[src/rtl/switch_debouncer_pkg.sv]
// Shared definitions for the switch debouncer: FSM state type and a width helper.
package switch_debouncer_pkg;

  typedef enum logic {
    ST_IDLE     = 1'b0,
    ST_SETTLING = 1'b1
  } state_e;

  // Bits needed to hold values 0..v-1; used to derive CNT_W from STABLE_CYCLES.
  function automatic int unsigned clog2(input int unsigned v);
    int unsigned r;
    r = 0;
    while ((32'd1 << r) < v) r++;
    return r;
  endfunction

endpackage

[src/rtl/switch_debouncer_sync_ff.sv]
// Plain N-stage flip-flop synchroniser with synchronous active-high reset.
module sync_ff #(
  parameter int unsigned WIDTH       = 32,
  parameter int unsigned SYNC_STAGES = 2
) (
  input  logic             i_clk,
  input  logic             i_rst,
  input  logic [WIDTH-1:0] i_d,
  output logic [WIDTH-1:0] o_q
);

  logic [WIDTH-1:0] r_stage [SYNC_STAGES];

  always_ff @(posedge i_clk) begin
    if (i_rst) begin
      for (int unsigned i = 0; i < SYNC_STAGES; i++) r_stage[i] <= '0;
    end else begin
      r_stage[0] <= i_d;
      for (int unsigned i = 1; i < SYNC_STAGES; i++) r_stage[i] <= r_stage[i-1];
    end
  end

  assign o_q = r_stage[SYNC_STAGES-1];

endmodule

[src/rtl/switch_debouncer.sv]
// Synchronises and debounces the switch word; publishes a stable word, a one-cycle
// write strobe and a per-bit change mask for the display path.
module switch_debouncer
  import switch_debouncer_pkg::*;
#(
  parameter int unsigned WIDTH         = 32,
  parameter int unsigned SYNC_STAGES   = 2,
  parameter int unsigned STABLE_CYCLES = 20000,
  parameter int unsigned CNT_W         = 15
) (
  input  logic             clk,
  input  logic             rst,
  input  logic [WIDTH-1:0] din,
  output logic [WIDTH-1:0] dout,
  output logic             we,
  output logic [WIDTH-1:0] changed,
  output logic             stable
);

  localparam logic [CNT_W-1:0] CNT_LAST = CNT_W'(STABLE_CYCLES - 1);

  logic [WIDTH-1:0] w_sync;

  state_e           r_state,   w_state_nxt;
  logic [WIDTH-1:0] r_cand,    w_cand_nxt;
  logic [CNT_W-1:0] r_cnt,     w_cnt_nxt;
  logic [WIDTH-1:0] r_dout,    w_dout_nxt;
  logic [WIDTH-1:0] r_changed, w_changed_nxt;
  logic             r_we,      w_we_nxt;

  sync_ff #(
    .WIDTH       (WIDTH),
    .SYNC_STAGES (SYNC_STAGES)
  ) u_sync (
    .i_clk (clk),
    .i_rst (rst),
    .i_d   (din),
    .o_q   (w_sync)
  );

  always_ff @(posedge clk) begin
    if (rst) begin
      r_state   <= ST_IDLE;
      r_cand    <= '0;
      r_cnt     <= '0;
      r_dout    <= '0;
      r_changed <= '0;
      r_we      <= 1'b0;
    end else begin
      r_state   <= w_state_nxt;
      r_cand    <= w_cand_nxt;
      r_cnt     <= w_cnt_nxt;
      r_dout    <= w_dout_nxt;
      r_changed <= w_changed_nxt;
      r_we      <= w_we_nxt;
    end
  end

  // SETTLING priority: return-to-dout beats bounce restart beats commit.
  always_comb begin
    w_state_nxt   = r_state;
    w_cand_nxt    = r_cand;
    w_cnt_nxt     = r_cnt;
    w_dout_nxt    = r_dout;
    w_changed_nxt = r_changed;
    w_we_nxt      = 1'b0;
    case (r_state)
      ST_IDLE: begin
        if (w_sync != r_dout) begin
          w_cand_nxt  = w_sync;
          w_cnt_nxt   = '0;
          w_state_nxt = ST_SETTLING;
        end
      end
      ST_SETTLING: begin
        if (w_sync == r_dout) begin
          w_cnt_nxt   = '0;
          w_state_nxt = ST_IDLE;
        end else if (w_sync != r_cand) begin
          w_cand_nxt = w_sync;
          w_cnt_nxt  = '0;
        end else if (r_cnt == CNT_LAST) begin
          w_dout_nxt    = r_cand;
          w_changed_nxt = r_dout ^ r_cand;
          w_we_nxt      = 1'b1;
          w_cnt_nxt     = '0;
          w_state_nxt   = ST_IDLE;
        end else begin
          w_cnt_nxt = r_cnt + 1'b1;
        end
      end
      default: w_state_nxt = ST_IDLE;
    endcase
  end

  assign dout    = r_dout;
  assign we      = r_we;
  assign changed = r_changed;
  assign stable  = (w_sync == r_dout) && (r_state == ST_IDLE);

endmodule

[config.mk]
export PLATFORM = sky130hd
export DESIGN_NAME = switch_debouncer
export DESIGN_NICKNAME = d
export VERILOG_FILES = /design/src/rtl/switch_debouncer_pkg.sv /design/src/rtl/switch_debouncer_sync_ff.sv /design/src/rtl/switch_debouncer.sv
export SDC_FILE = /design/constraint.sdc
export NUM_CORES = 1
export LEC_CHECK = 0
export BUFFER_PORTS_ARGS = -buffer_cell sky130_fd_sc_hd__buf_4
export CELL_PAD_IN_SITES_DETAIL_PLACEMENT = 0
export CELL_PAD_IN_SITES_GLOBAL_PLACEMENT = 1
export CORE_ASPECT_RATIO = 1.25
export CORE_MARGIN = 2
export CORE_UTILIZATION = 47
export DETAILED_ROUTE_END_ITERATION = 16
export HOLD_SLACK_MARGIN = 0.05
export PLACE_DENSITY_LB_ADDON = 0.1
export SLEW_MARGIN = 20
export SYNTH_ARGS = -nofsm -noshare
export SYNTH_HDL_FRONTEND = slang
export SYNTH_SLANG_ARGS = --single-unit
[constraint.sdc]
create_clock -name clk -period 4.1 [get_ports clk]
set_clock_uncertainty 0.15 [all_clocks]
set_input_delay 1.025 -clock clk [delete_from_list [all_inputs] [get_ports clk]]
set_output_delay 1.025 -clock clk [all_outputs]
set_load 0.03 [all_outputs]
; ---- After elaboration in Yosys (flattened, before gate mapping)
; Memories as Yosys holds them, arrays and structs flattened.
; Cells that the tools add are included.
[word_totals]
regBits = 113
ram_bits = 64
in_bits = 34
n_memories = 1
[classes]
n_addsub = 1
eq_ne = 7
muxes = 20
bitwise_logic = 6
n_reduce_logical = 4
[memory_table]
columns = memory, words, word_bits, read_ports, rd_clocked_by_memory_dff, write_ports, line
row1 = u_sync.r_stage, 2, 32, 2, 0, 2, switch_debouncer_sync_ff.sv:12  ; logic [WIDTH-1:0] r_stage [SYNC_STAGES];
[op_table]
columns = cell, count
row1 = 32-bit 2-to-1 mux, 5
row2 = 32-bit != test, 2
row3 = 32-bit one-hot mux with 2 select lines, 1
row4 = 15-bit 2-to-1 mux, 4
row5 = 32-bit == test, 1
row6 = 32-bit XOR, 1
row7 = 15-bit one-hot mux with 2 select lines, 1
row8 = 15-bit by 1-bit adder with 15-bit output (second input constant), 1
row9 = 15-bit == test (second input constant), 1
row10 = 1-bit 2-to-1 mux, 8
row11 = 2-bit != test (second input constant), 2
row12 = 4-bit AND reduction, 1
row13 = 4-bit OR reduction, 1
row14 = 1-bit inverter, 3
row15 = 3-bit AND reduction, 1
row16 = 2-bit by 1-bit != test with 1-bit output (second input constant), 1
row17 = 1-bit OR, 2
row18 = 1-bit one-hot mux with 2 select lines, 1
row19 = 1-bit logical AND, 1

; ---- Depth between registers and ports, before layout
; Gate-level depths: netlist of run 1.
[depth]
depth_word = 5
mapped_depth = 9
mapped_depth_nobuf = 7

; ---- By module
; Synthesis of run 1 repeated with hierarchy kept, for this count alone.
[unflattened]
hier_cells = 829
area_unflattened_um2 = 7777.5
[modules_own_cells]
columns = mod, instances, cells_per_inst, area_per_inst_um2, seq_area_each_um2
row1 = switch_debouncer, 1, 662, 5619.1, 2262.2
row2 = sync_ff, 1, 167, 2158.3, 1281.2

; ---- Least setup slack after synthesis of run 1
; No wires, ideal clock.
[synth_path]
kind = register -> output
from = reg r_dout[22] (netlist: dout[22])
to = out stable
t_arrival_ns = 2.027
required_ns = 2.925
setup_slack_ns = 0.898
path_stages_with_launch = 7
path_buffers = 1
path_cell_list = dfxtp_1 -> xor2_1 -> nor4_1 -> nand4_1 -> or2_2 -> clkbuf_1 -> nor2_1
[synth_via]
elab_chain_cells = 2
[synth_lines]
columns = element, line
row1 = from (decl), switch_debouncer.sv:27  ; logic [WIDTH-1:0] r_dout, w_dout_nxt;
row2 = from (signal assigned), switch_debouncer.sv:53  ; r_dout <= w_dout_nxt;
row3 = 32-bit == test, switch_debouncer.sv:99  ; assign stable = (w_sync == r_dout) && (r_state == ST_IDLE);
row4 = 1-bit logical AND, switch_debouncer.sv:99
row5 = to (decl), switch_debouncer.sv:17  ; output logic stable
; Every way passes these cells.

==> flow_summary.toml, run 1 <==
[place]
gp_congestion = 0.889
dp.cells = 1033
numPortBuffers = 99
hpwlAfterDp_um = 13100
postPlaceCellArea_mm2 = 0.00814

[hold_path]
holdPathStages = 1
holdPathEnd = "u_sync.r_stage[0][50]"
hold_path.startpoint = "u_sync.r_stage[0][18]"
worstHoldPathType = "register to register"

[job]
cap_viol_max_count = 0

[sta]
slew_headroom_pct = 35.3
slew_violations = 0
tightest_slew_ns = 0.962
tns_ns = 0
post-route-period-util_pct = 88.1
fmax_ghz = 0.277
min_period_ns = 3.61
finalSetupViolations = 0
rsz0062_at_grt = "no"
hold_viol = 0

[grt]
grt_pass1_wl_um = 31700
gr-total-overflow = 0
grt_antenna_before_repair = 0
grtUsageTotal_pct = 24.9
grt_max_degree = 114
first_global_vias = 5720

[cts]
postCtsHoldBufs = 0
clock_latency_ns = 0.43
cts_buffers = 17
cts.sinks = 177
cts_setup_buffers = 0
path_clk_slew_ns = 0.06
cts-resized-gates = 0
htree_levels = 4
cts_tree = "built"
cts_buffer_depth = 2
root_buffer = "clkbuf_16"

[worst_setup_path]
path_cells = "xor2_1 -> nor4_1 -> nand4_1 -> or2_4 -> nor2_1 -> buf_4"
rr_endpoint = "dout[15]"
rr_worst_depth = 7
cpMaxStageDelayCell = "nor4_1"
critPathMaxStageDelay_ns = 0.41
cp-end-kind = "output port"
worstPathMaxFanout = 4
regToRegStartpoint = "r_cand[18]"
cp_data_required_time_ns = 2.92
path_class = "register to output port"
worstPathArrival_ns = 2.44
startpoint_type = "register"
r2r_setup_slack_ns = 0.91

[die]
die_area_mm2 = 0.0165
die_y_um = 143
start_util_pct = 48.4
core_mm2 = 0.0151
num_io_pins = 100
fp.dieW_um = 115
rows = 50

[synth]
syn_avg_cell_area_um2 = 9.28
syn_inst = 786
async_flop_share_pct = 0
ys_warn_count = 0
ys.flop_type = "dfxtp_1"
ys_ff_latch = 177
syn_nets = 821
synth_cell_types = 36
seq_area_frac_synth_pct = 48.6
netlist_area_mm2 = 0.00729
synth_edf_count = 0

[finish]
diodes = 0
area_growth_pct = 19.2
fin_cells = 1064
design_area_mm2 = 0.00870
drive_gt1_share_pct = 17.4
nets = 879

[route]
wl_per_cell_um = 19.1
via_per_inst = 5.79
dr.pass1.iters = 5
drc = 0
routed_wl_um = 20300
drt_iter0_markers = 941
vias = 6161
ant_nets = 0

[run_status]
status = "finished, final reports clean"

[pwr]
power.density_mw_per_mm2 = 402
leakage_nw = 3.29
ir_drop_mv = 0.283
sequential cells by signal (all words and copies together), names as in the netlist:
name and cells:
changed 32, dout 32, r_cand 32, r_cnt 15, r_state 1, u_sync.r_stage 64
we 1
routing by layer:
layer	wire length [µm]	track usage, %
met1	9370	35.0
met2	9400	38.0
met3	1140	5.52
met4	431	7.99
met5	0	0
logic make-up (layout without fill, tap and decap cells):
kind of cell    Yosys count  after routing  synth area share [%]
compound gates          222            222                  18.6
simple gates            206            206                  16.4
flops                   177            177                  48.6
xor+xnor                 98             98                  11.8
buf+inv                  82            152                  4.43
fa+ha+maj                 1              1                 0.172
per-stage QoR:
stage                     utilization, %  hold WS (ns)  setup WS (ns)  power [mW]
final                               57.7         0.286          0.489        3.49
after global routing                57.7         0.303          0.333        3.61
after CTS                           57.7         0.288          0.483        3.51
after detailed placement            54.0         0.273          0.944        1.99
after global placement              54.0         0.270          0.910        1.99
after floorplan                        -         0.264          0.898        1.92
power by group:
| part | total, mW | internal (mW) | switching, mW | leakage [nW] |
|---|---|---|---|---|
| sequential | 1.79 | 1.76 | 0.0332 | 1.44 |
| combinational | 0.165 | 0.0726 | 0.0926 | 1.58 |
| clock | 1.54 | 0.854 | 0.684 | 0.263 |
placed cells by master (no fill, tap or decap), types with 32 or more instances in the layout:
master / n
xor2_1: 60
o21ai_0: 66
nand3_1: 46
a31oi_1: 35
nor2b_1: 65
a21oi_1: 65
nand4_1: 39
a311oi_1: 32
buf_4: 109
xnor2_1: 38
dfxtp_1: 177
cells in the mapped netlist (all sizes together) (19+ instances only):
cell	count	area share, %
a21oi	65	4.5
a311oi	32	3.8
a31oi	35	3.0
clkbuf	57	3.0
dfxtp	177	49
nand3	46	3.2
nand4	39	3.3
nor2b	65	5.6
nor4	19	1.8
o21ai	67	4.6
xnor2	38	4.6
xor2	60	7.2
how the worst max path moves through the flow:
stage | from | endpoint | slack [ns]
6_report | u_sync.r_stage[0][43] | stable | 0.49
5_1_grt | dout[9] | stable | 0.33
4_1_cts | u_sync.r_stage[0][43] | stable | 0.48
3_5_place_dp | u_sync.r_stage[0][43] | stable | 0.94
3_3_place_gp | u_sync.r_stage[0][43] | stable | 0.91
2_1_floorplan | dout[22] | stable | 0.90
final cells by class:
type,count,area (µm²)
clock buffer,20,447
clock inverter,11,106
fill,1349,6380
inverter,10,37.5
multi-input combinational,527,3450
sequential,177,3540
tap,208,260
timing repair buffer,111,850
worst max-delay path, delay by kind of cell (launching register included):
kind	cells	cell delay, ns
xor+xnor	1	0.17
simple gates	4	1.27
buf+inv	1	0.23
flops	1	0.34
Note: power is estimated with default switching activity, not from simulation.
==> run 2: changes to the inputs <==
--- a/config.mk
+++ b/config.mk
@@ -14,6 +14,7 @@
 export DETAILED_ROUTE_END_ITERATION = 16
 export HOLD_SLACK_MARGIN = 0.05
 export PLACE_DENSITY_LB_ADDON = 0.1
+export RECOVER_POWER = 25
 export SLEW_MARGIN = 20
 export SYNTH_ARGS = -nofsm -noshare
 export SYNTH_HDL_FRONTEND = slang
==> run 2 against run 1 <==
Compared with the run above:
- the run now ends with max-capacitance violations, max-slew violations left
- power barely moved
- largest power group unchanged
- register-to-register slack got worse by 0.03 ns
- first-iteration DRC count fell by 0.21%
- sequential share of layout area barely moved
- critical endpoint unchanged
- final cell count did not move
==> flow_summary.toml, run 2 (synthesized netlist as in run 1, its figures left out) <==
[run_status]
status = "finished with violations"
violations = "max-capacitance violations, max-slew violations"

[route]
drc = 0
wl_per_cell_um = 19.1
dr.pass1.iters = 5
vias = 6146
via_per_inst = 5.78
routed_wl_um = 20300
drt_iter0_markers = 939
ant_nets = 0

[finish]
final_common_cell = "dfxtp_1"
regMostFlops = "u_sync.r_stage"
area_growth_pct = 19.1
layout_common_cells = "dfxtp_1 (177), buf_4 (106), o21ai_0 (66), nor2b_1 (65), a21oi_1 (65)"
nets = 879
drive_gt1_share_pct = 17.3
fill_cells = 1351
largest_reg_flops = 64
diodes = 0

[sta]
hold_ws_ns = 0.286
tightest_slew_ns = 1.69
fmax_ghz = 0.278
post-route-period-util_pct = 87.8
hold_viol = 0
slew_violations = 86
finalSetupViolations = 0
min_period_ns = 3.60
slew_headroom_pct = -12.3
tns_ns = 0
rsz0062_at_grt = "no"

[grt]
grt_antenna_before_repair = 0
first_global_vias = 5720
gr-total-overflow = 0
grt_max_degree = 114
grt_pass1_wl_um = 31700
grtUsageTotal_pct = 24.9

[worst_setup_path]
cpMaxStageDelayCell = "dfxtp_1"
worstPathMaxFanout = 4
cp-end-kind = "output port"
rr_worst_depth = 7
worstPathArrival_ns = 2.43
path_cells = "xor2_1 -> nor4_1 -> nand4_1 -> or2_4 -> nor2_1 -> buf_4"
regToRegStartpoint = "r_cand[18]"
startpoint = "dout[9]"
path_class = "register to output port"
cp_data_required_time_ns = 2.92
startpoint_type = "register"
critPathMaxStageDelay_ns = 0.46

[die]
die_area_mm2 = 0.0165
start_util_pct = 48.4
core_mm2 = 0.0151
rows = 50
die_y_um = 143
fp.dieW_um = 115
num_io_pins = 100

[cts]
cts-resized-gates = 0
htree_levels = 4
cts_setup_buffers = 0
postCtsHoldBufs = 0
path_clk_slew_ns = 0.06
cts_buffer_depth = 2
cts_buffers = 17
clock_latency_ns = 0.43
cts_tree = "built"
cts.sinks = 177
root_buffer = "clkbuf_16"

[place]
numPortBuffers = 99
gp_congestion = 0.889
hpwlAfterDp_um = 13100

[pwr]
totalPowerFinal_mw = 3.49
ir_drop_mv = 0.284
power.density_mw_per_mm2 = 402
leakage_nw = 3.28

[hold_path]
hold_path.startpoint = "u_sync.r_stage[0][18]"
worstHoldPathType = "register to register"
holdPathStages = 1

[job]
cap_viol_max_count = 1
[run 2: where the power goes]
group          internal (mW)  switching, mW
Combinational         0.0723         0.0925
Clock                  0.854          0.684
Sequential              1.76         0.0331
Total                   2.68          0.810
[run 2: final cells by class]
class                           instances  area [µm²]  share of cell area [%]
Multi-Input combinational cell        527        3450                    39.7
Inverter                               10        37.5                   0.432
Timing Repair Buffer                  111         841                    9.68
Clock buffer                           20         447                    5.14
Clock inverter                         11         106                    1.22
Tap cell                              208         260                    3.00
Sequential cell                       177        3540                    40.8
[run 2: per-layer routing]
layer | GRT usage, % | up-vias | wire length [µm]
met3 | 5.52 | 27 | 1130
met2 | 38.0 | 198 | 9380
met1 | 35.0 | 2949 | 9350
met5 | 0 | - | 0
li1 | - | 2972 | -
met4 | 7.99 | 0 | 431
[run 2: path summary, 6_finish.rpt]
kind / endpoint / slack, ns
setup / recovery: stable / 0.50
hold / removal: u_sync.r_stage[0][50] / 0.29
setup reg to reg: dout[15] / 0.88
hold reg to reg: u_sync.r_stage[0][50] / 0.29
[run 2: worst max-delay path: cells and delay by family (launching register included)]
kind,cells,cell delay (ns)
and+or+nand+nor,4,1.20
DFF,1,0.46
buffers and inverters,1,0.23
xor gates and xnor gates,1,0.12
[run 2: stage by stage]
step	cells	utilization, %	area, µm²	setup WS, ns
after detailed placement	1033	54.0	8140	0.944
after global placement	1033	54.0	8140	0.910
final	1064	57.6	8690	0.499
after CTS	1064	57.7	8690	0.483
after floorplan	786	-	7290	0.898
after global routing	1064	57.6	8690	0.333
==> run 3: changes to the inputs <==
--- a/config.mk
+++ b/config.mk
@@ -15,6 +15,7 @@
 export HOLD_SLACK_MARGIN = 0.05
 export PLACE_DENSITY_LB_ADDON = 0.1
 export RECOVER_POWER = 25
+export REMOVE_ABC_BUFFERS = 1
 export SLEW_MARGIN = 20
 export SYNTH_ARGS = -nofsm -noshare
 export SYNTH_HDL_FRONTEND = slang
==> run 3 against run 2 <==
Compared with the run above:
- wire length fell by 4.5%
- utilization rose by 0.85 points
- flip-flop and latch count did not move
- largest power group unchanged
- non-clock buffer count rose by 2
- power rose by 5.0%
- clock power rose by 11%
- combinational power barely moved
- the run still ends with max-capacitance violations, max-slew violations left
- design area rose by 1.5%
- worst hold slack got worse by 0.00067 ns
- die area did not move
- first-iteration DRC count fell by 42%
==> flow_summary.toml, run 3 (synthesized netlist as in run 1, its figures left out) <==
[route]
wl_per_cell_um = 18.2
vias = 6139
dr.pass1.iters = 5
ant_nets = 0
via_per_inst = 5.75
drt_iter0_markers = 548
routed_wl_um = 19400
drc = 0

[run_status]
status = "finished with violations"
violations = "max-capacitance violations, max-slew violations"

[worst_setup_path]
worstPathMaxFanout = 4
path_cells = "xor2_1 -> nor4_1 -> nand4_1 -> or2_4 -> nor2_1 -> buf_4"
cp_data_required_time_ns = 2.92
path_buf_inv = 1
cp-end-kind = "output port"
cp_top_family = "simple AND/OR/NAND/NOR gates"
path_class = "register to output port"
critPathMaxStageDelay_ns = 0.53
cpMaxStageDelayCell = "nor4_1"
startpoint_type = "register"
worstPathArrival_ns = 2.58

[sta]
finalSetupViolations = 0
slew_headroom_pct = -48.6
tns_ns = 0
rsz0062_at_grt = "no"
setup_slack_ns = 0.343
tightest_slew_ns = 2.23
slew_violations = 44
hold_ws_ns = 0.285
hold_viol = 0
min_period_ns = 3.76
fmax_ghz = 0.266
post-route-period-util_pct = 91.6

[cts]
path_clk_slew_ns = 0.07
cts_tree = "built"
cts-resized-gates = 0
root_buffer = "clkbuf_16"
cts_buffers = 17
cts_setup_buffers = 0
cts.sinks = 177
clock_latency_ns = 0.42
cts_buffer_depth = 2
postCtsHoldBufs = 0
htree_levels = 4

[die]
die_y_um = 143
core_mm2 = 0.0151
num_io_pins = 100
start_util_pct = 48.4
rows = 50
die_area_mm2 = 0.0165
fp.dieW_um = 115

[finish]
fin_cells = 1067
nets = 881
regMostFlops = "u_sync.r_stage"
design_area_mm2 = 0.00882
layout_common_cells = "dfxtp_1 (177), buf_4 (108), o21ai_0 (66), nor2b_1 (65), a21oi_1 (65)"
finish.utilization_pct = 58.5
largest_reg_flops = 64
area_growth_pct = 20.9
diodes = 0
final_common_cell = "dfxtp_1"
drive_gt1_share_pct = 17.9

[pwr]
power_frac_comb_pct = 4.5
sequentialPowerShare_pct = 48.8
power.density_mw_per_mm2 = 416
p_sw_mw = 0.807
p_int_mw = 2.86
swShare_pct = 22.0
leakage_nw = 3.35
ir_drop_mv = 0.283
totalPowerFinal_mw = 3.67
power_frac_clock_pct = 46.7

[grt]
gr-total-overflow = 0
grt_antenna_before_repair = 0
grt_max_degree = 132
first_global_vias = 5877
grtUsageTotal_pct = 23.7
grt_pass1_wl_um = 30900

[place]
postPlaceCellArea_mm2 = 0.00818
hpwlAfterDp_um = 11800
gp_congestion = 0.825
numPortBuffers = 99
detailedPlace.worstSlack_ns = 0.503
dp.cells = 1035

[job]
cap_viol_max_count = 1

[hold_path]
worstHoldPathType = "register to register"
[run 3: changes by cell type in the layout (fill, tap and decap cells not counted)]
cell,previous run,this run
clkbuf_8,1,4
clkbuf_1,3,1
inv_6,3,1
clkinv_4,2,5
buf_4,106,108
clkinvlp_4,3,0
buf_12,1,3
o21ai_2,0,1
bufinv_16,1,3
clkbuf_2,2,0
o21ai_1,1,0
[run 3: worst paths after layout]
kind	start	end	slack (ns)	depth (start not counted)
max	u_sync.r_stage[0][53]	stable	0.34	6
min	u_sync.r_stage[0][26]	u_sync.r_stage[0][58]	0.29	1
max reg2reg	r_cand[17]	changed[17]	0.46	7
min reg2reg	u_sync.r_stage[0][26]	u_sync.r_stage[0][58]	0.29	1
[run 3: layer usage]
layer  up-vias  track usage, %  wire length [µm]
met4         0            6.09               191
met2       171            39.9              9960
met5         -               0                 0
met1      2968            31.1              8310
met3        14            4.75               927
li1       2986               -                 -
[run 3: cell type report]
class	instances	area [µm²]
Fill cell	1342	6260
Sequential cell	177	3540
Multi-Input combinational cell	527	3460
Timing Repair Buffer	113	886
Clock buffer	21	480
Tap cell	208	260
Clock inverter	11	153
Inverter	10	37.5
[run 3: power groups by stage]
| stage | combinational [mW] | sequential (mW) | clock, mW |
|---|---|---|---|
| floorplan | 0.0807 | 1.82 | 0 |
| detailed placement | 0.166 | 1.83 | 0 |
| global route | 0.182 | 1.79 | 1.82 |
| global placement | 0.164 | 1.83 | 0 |
| CTS | 0.168 | 1.79 | 1.74 |
| finish | 0.167 | 1.79 | 1.71 |
